--- config.mk ---
export PLATFORM = sky130hd
export DESIGN_NAME = hack_boot_sequencer
export DESIGN_NICKNAME = d
export VERILOG_FILES = /design/src/rtl/hack_boot_pkg.sv /design/src/rtl/hack_boot_sequencer.sv
export SDC_FILE = /design/constraint.sdc
export NUM_CORES = 1
export LEC_CHECK = 0
export CAP_MARGIN = 40
export CORE_MARGIN = 1
export CORE_UTILIZATION = 44
export CTS_CLUSTER_SIZE = 40
export DETAILED_ROUTE_END_ITERATION = 10
export PLACE_DENSITY = 0.7
export SLEW_MARGIN = 20
export SYNTH_ARGS = -nofsm -noshare
export SYNTH_HDL_FRONTEND = slang
export SYNTH_SLANG_ARGS = --single-unit
export TNS_END_PERCENT = 30
--- constraint.sdc ---
create_clock -name clk -period 4.6 [get_ports clk]
set_input_delay 0.69 -clock clk [delete_from_list [all_inputs] [get_ports clk]]
set_output_delay 0.69 -clock clk [all_outputs]
set_load 0.03 [all_outputs]
--- src/rtl/hack_boot_pkg.sv ---
// Shared encodings and widths for the Hack SoC boot/reload sequencer.
package hack_boot_pkg;

  localparam int unsigned BOOT_STATE_WIDTH = 3;
  localparam int unsigned BOOT_COUNT_WIDTH = 8;

  localparam logic [BOOT_STATE_WIDTH-1:0] BOOT_HOLD   = 3'd0;
  localparam logic [BOOT_STATE_WIDTH-1:0] BOOT_LOAD   = 3'd1;
  localparam logic [BOOT_STATE_WIDTH-1:0] BOOT_SETTLE = 3'd2;
  localparam logic [BOOT_STATE_WIDTH-1:0] BOOT_RUN    = 3'd3;
  localparam logic [BOOT_STATE_WIDTH-1:0] BOOT_ERROR  = 3'd4;

endpackage

--- src/rtl/hack_boot_sequencer.sv ---
// Boot/reload controller: hold CPU reset, stream the ROM image via the loader,
// settle, then release the CPU. Loader timeouts park the sequencer in ERROR.
module hack_boot_sequencer
  import hack_boot_pkg::*;
#(
  parameter int unsigned HOLD_CYCLES    = 16,
  parameter int unsigned SETTLE_CYCLES  = 4,
  parameter int unsigned TIMEOUT_CYCLES = 1048576,
  parameter int unsigned CNT_WIDTH      = 21
) (
  input  logic                        clk,
  input  logic                        reset,
  input  logic                        reload_req,
  input  logic                        loader_done,
  output logic                        loader_run,
  output logic                        hack_external_reset,
  output logic                        boot_error,
  output logic                        boot_busy,
  output logic [BOOT_COUNT_WIDTH-1:0] boot_count,
  output logic [BOOT_STATE_WIDTH-1:0] boot_state
);

  localparam logic [CNT_WIDTH-1:0] HOLD_LAST    = CNT_WIDTH'(HOLD_CYCLES - 1);
  localparam logic [CNT_WIDTH-1:0] SETTLE_LAST  = CNT_WIDTH'(SETTLE_CYCLES - 1);
  localparam logic [CNT_WIDTH-1:0] TIMEOUT_LAST = CNT_WIDTH'(TIMEOUT_CYCLES - 1);
  localparam logic [CNT_WIDTH-1:0] CNT_ZERO     = '0;
  localparam logic [BOOT_COUNT_WIDTH-1:0] COUNT_MAX = '1;

  logic [BOOT_STATE_WIDTH-1:0] state;
  logic [BOOT_STATE_WIDTH-1:0] state_nx;
  logic [CNT_WIDTH-1:0]        cnt;

  // Next-state decode; done is ignored on the first LOAD cycle to reject a stale level
  always_comb begin
    state_nx = state;
    unique case (state)
      BOOT_HOLD:   if (cnt == HOLD_LAST) state_nx = BOOT_LOAD;
      BOOT_LOAD: begin
        if ((cnt != CNT_ZERO) && loader_done) state_nx = BOOT_SETTLE;
        else if (cnt == TIMEOUT_LAST)         state_nx = BOOT_ERROR;
      end
      BOOT_SETTLE: if (cnt == SETTLE_LAST) state_nx = BOOT_RUN;
      BOOT_RUN:    if (reload_req) state_nx = BOOT_HOLD;
      BOOT_ERROR:  if (reload_req) state_nx = BOOT_HOLD;
      default:     state_nx = BOOT_HOLD;
    endcase
  end

  // State, phase counter and outputs all registered off the next-state value
  always_ff @(posedge clk) begin
    if (reset) begin
      state               <= BOOT_HOLD;
      cnt                 <= '0;
      loader_run          <= 1'b0;
      hack_external_reset <= 1'b1;
      boot_error          <= 1'b0;
      boot_busy           <= 1'b1;
      boot_count          <= '0;
      boot_state          <= BOOT_HOLD;
    end else begin
      state <= state_nx;
      if (state_nx != state)
        cnt <= '0;
      else if ((state == BOOT_HOLD) || (state == BOOT_LOAD) || (state == BOOT_SETTLE))
        cnt <= cnt + CNT_WIDTH'(1);

      if ((state == BOOT_SETTLE) && (state_nx == BOOT_RUN) && (boot_count != COUNT_MAX))
        boot_count <= boot_count + BOOT_COUNT_WIDTH'(1);

      loader_run          <= (state_nx == BOOT_LOAD);
      hack_external_reset <= (state_nx != BOOT_RUN);
      boot_error          <= (state_nx == BOOT_ERROR);
      boot_busy           <= (state_nx == BOOT_HOLD) || (state_nx == BOOT_LOAD) ||
                             (state_nx == BOOT_SETTLE);
      boot_state          <= state_nx;
    end
  end

endmodule

==> out/summary.json <==
{
  "via_count": 1594,
  "grt_overflow": 0,
  "crit-reg2reg-launch": "cnt[0]",
  "critPathLaunchType": "flop",
  "final_net_count": 244,
  "critical_path.max_stage_delay_ns": 0.45,
  "worst_reg2reg_path_length_in_cells": 6,
  "setup_ws_ns": 2.34,
  "path_delay_family": "simple AND/OR/NAND/NOR gates",
  "timing.slew.headroom_pct": 50.9,
  "place_ws_ns": 2.08,
  "clk_pin_slew_ns": 0.07,
  "p_leak_nw": 0.767,
  "core.rowCount": 23,
  "min-delay-start": "boot_count[5]",
  "synth_cells": 214,
  "ff2ff_setup_slack_ns": 2.34,
  "max_clock_skew_ns": 0.00415,
  "worstReg2RegEnd": "boot_count[3]",
  "via_count_of_the_first_global_routing_pass": 1467,
  "outcome": "complete, no violations",
  "power.share.combinational_pct": 3.9,
  "post_synth_num_cell_types": 45,
  "tightest_slew_ns": 0.736,
  "share_clk_of_total_power_pct": 40.8,
  "cp_num_buf_inv": 0,
  "numCtsBuffers": 5,
  "grt_pass1_wl_mm": 6.45,
  "cts_root_buffer": "clkbuf_8",
  "critPathCaptureType": "flop",
  "post_cts_hold_buffer_count": 0,
  "synth-seq-area-share_pct": 38.3,
  "mostFrequentLayoutCells": "dfxtp_1, nor3_1, clkdlybuf4s50_1, nand2_1, xor2_1",
  "layout.cells.most_common": "dfxtp_1",
  "cts.htree.levels": 2,
  "power_report.internal_total_mw": 0.446,
  "clockBufferDepth": 2,
  "post-route-drc-count": 0,
  "total_nets_after_synthesis": 222,
  "worst_skew_pair.late_latency_ns": 0.29,
  "power_per_cell_area_nw_per_um2": 260,
  "sw_frac_of_total_pct": 22.5,
  "synth_edf_count": 0,
  "crit_path_max_fanout": 7,
  "min_path_type": "reg -> reg",
  "postRouteAntennaNets": 0,
  "detail_route.first_pass.iterations": 4,
  "hold_path_depth": 2,
  "hold_ws_ns": 0.499,
  "worstHoldEndpoint": "boot_count[5]",
  "worst-endpoint-arrival_ns": 2.48,
  "setup.worst_path.class": "reg -> reg",
  "numPortBuffers": 18,
  "max-vdd-ir-drop_v": 0.000125,
  "design.die.area_um2": 4550,
  "max_clock_freq_mhz": 442,
  "totalWireLength_mm": 3.91,
  "cp_cell_sequence": "ha_1 -> nor4bb_1 -> nand3_1 -> or3_1 -> or3_1 -> a21oi_1",
  "pin_count": 19,
  "tritoncts": "done",
  "initial_core_utilization_pct": 46.4,
  "time_the_final_worst_path_needs_with_i_o_delays_and_setup_ns": 2.26,
  "dpl.cell_count": 278,
  "ys_seq_elements": 36,
  "antenna_diode_instance_count": 0,
  "coreArea_um2": 4060,
  "synthesis.yosys.warnings": 0,
  "final_period_utilization_pct": 49.2,
  "synth_area_per_inst_um2": 8.80,
  "power.switching_mw": 0.129,
  "drv_cap": 0,
  "report.final.setup_viol": 0,
  "worst_ep_required_time_ns": 4.82,
  "die_extent_in_x_um": 67.4,
  "post_cts_buffers": 0,
  "rsz0062_at_grt": "no",
  "relative_contribution_of_sequential_cells_to_total_power_pct": 55.4,
  "finish.cell_count_without_fillers": 287,
  "initialDrtViolationCount": 71,
  "setup_tns_ns": 0,
  "grt_antenna_before_repair": 0,
  "timing.final.hold_violations": 0,
  "final_layout_size_suffix_gt1_share_pct": 7.59,
  "overall_die_height_um": 67.4,
  "cell_repeated_most_along_the_worst_path": "or3_1",
  "cp_slowest_cell": "dfxtp_1",
  "tritoncts_num_sinks": 36,
  "wire_per_inst_um": 13.6,
  "area_growth_pct": 17.4,
  "dp.final_hpwl_mm": 2.68,
  "cts.repair.resized": 0,
  "synth.cell_area_um2": 1880,
  "gp_congestion": 0.755,
  "detail_route.vias_per_cell": 5.55,
  "report.final.slew_viol_count": 0,
  "grt_max_degree": 22,
  "synth_ff_type": "dfxtp_1",
  "synth-async-reset-ratio_pct": 0,
  "globalRouteTotalUtil_pct": 19.3
}
[layer usage]
layer,vias to the layer above,GRT usage (%),wire [um]
li1,829,-,-
met1,726,23.8,1960
met2,29,29.8,1730
met3,10,5.91,119
met4,0,10.4,102
met5,-,0,0
[tightest hold or removal path, stage by stage, from the launching register on]
cell and delay, ns:
dfxtp_1 0.33, o21ai_0 0.07, a21oi_1 0.06
[worst max path at each step]
stage / start / cells past startpoint / end
global route: cnt[0] / 6 / cnt[5]
floorplan: cnt[0] / 6 / boot_count[3]
detailed placement: reset / 3 / cnt[7]
finish: cnt[0] / 6 / boot_count[3]
CTS: cnt[0] / 6 / cnt[7]
global placement: reset / 3 / cnt[5]
[flip-flops by register name, summed over array words and instances, names as in the netlist]
| register | count |
|---|---|
| boot_busy | 1 |
| boot_count | 8 |
| boot_error | 1 |
| cnt | 21 |
| hack_external_reset | 1 |
| loader_run | 1 |
| state | 3 |
[area by class of cell]
cell class	count	area (um^2)
sequential	36	721
fill	390	1850
timing repair buffer	20	196
clock buffer	8	90.1
multi-input combinational	166	1110
tap	50	62.6
inverter	7	26.3
[cells in the mapped netlist, types with 4 or more instances]
master | number | area (um^2)
and3_1 | 5 | 31.3
and2_1 | 5 | 31.3
nor3_1 | 24 | 120
nand4_1 | 11 | 68.8
xor2_1 | 14 | 123
o21ai_0 | 6 | 30.0
nand2_1 | 14 | 52.6
nor2_1 | 13 | 48.8
and4_1 | 5 | 43.8
ha_1 | 4 | 50.1
inv_1 | 7 | 26.3
xnor2_1 | 8 | 70.1
nand3_1 | 8 | 40.0
a21oi_1 | 8 | 40.0
nor4_1 | 4 | 25.0
dfxtp_1 | 36 | 721
[cell families after synthesis]
family          Yosys count  share of synthesized area (%)
mux                       3                           1.66
buf+inv                  12                           2.53
simple gates            110                           35.6
compound gates           27                           9.04
flops                    36                           38.3
fa+ha+maj                 4                           2.66
xor+xnor                 22                           10.2
[metrics by stage]
step	cell area (um^2)	power, mW	util [%]
2_1_floorplan	1880	0.339	-
3_3_place_gp	2100	0.346	51.9
3_5_place_dp	2110	0.346	52.0
4_1_cts	2200	0.580	54.2
5_1_grt	2210	0.594	54.5
6_report	2210	0.575	54.5
[power groups by stage]
stage | Clock (mW) | Sequential (mW) | Combinational [mW]
after floorplan | 0 | 0.323 | 0.0158
after global placement | 0 | 0.325 | 0.0208
after detailed placement | 0 | 0.325 | 0.0212
after CTS | 0.240 | 0.318 | 0.0215
after global routing | 0.250 | 0.319 | 0.0253
final | 0.234 | 0.318 | 0.0223
Note: power is estimated with default switching activity, not from simulation.
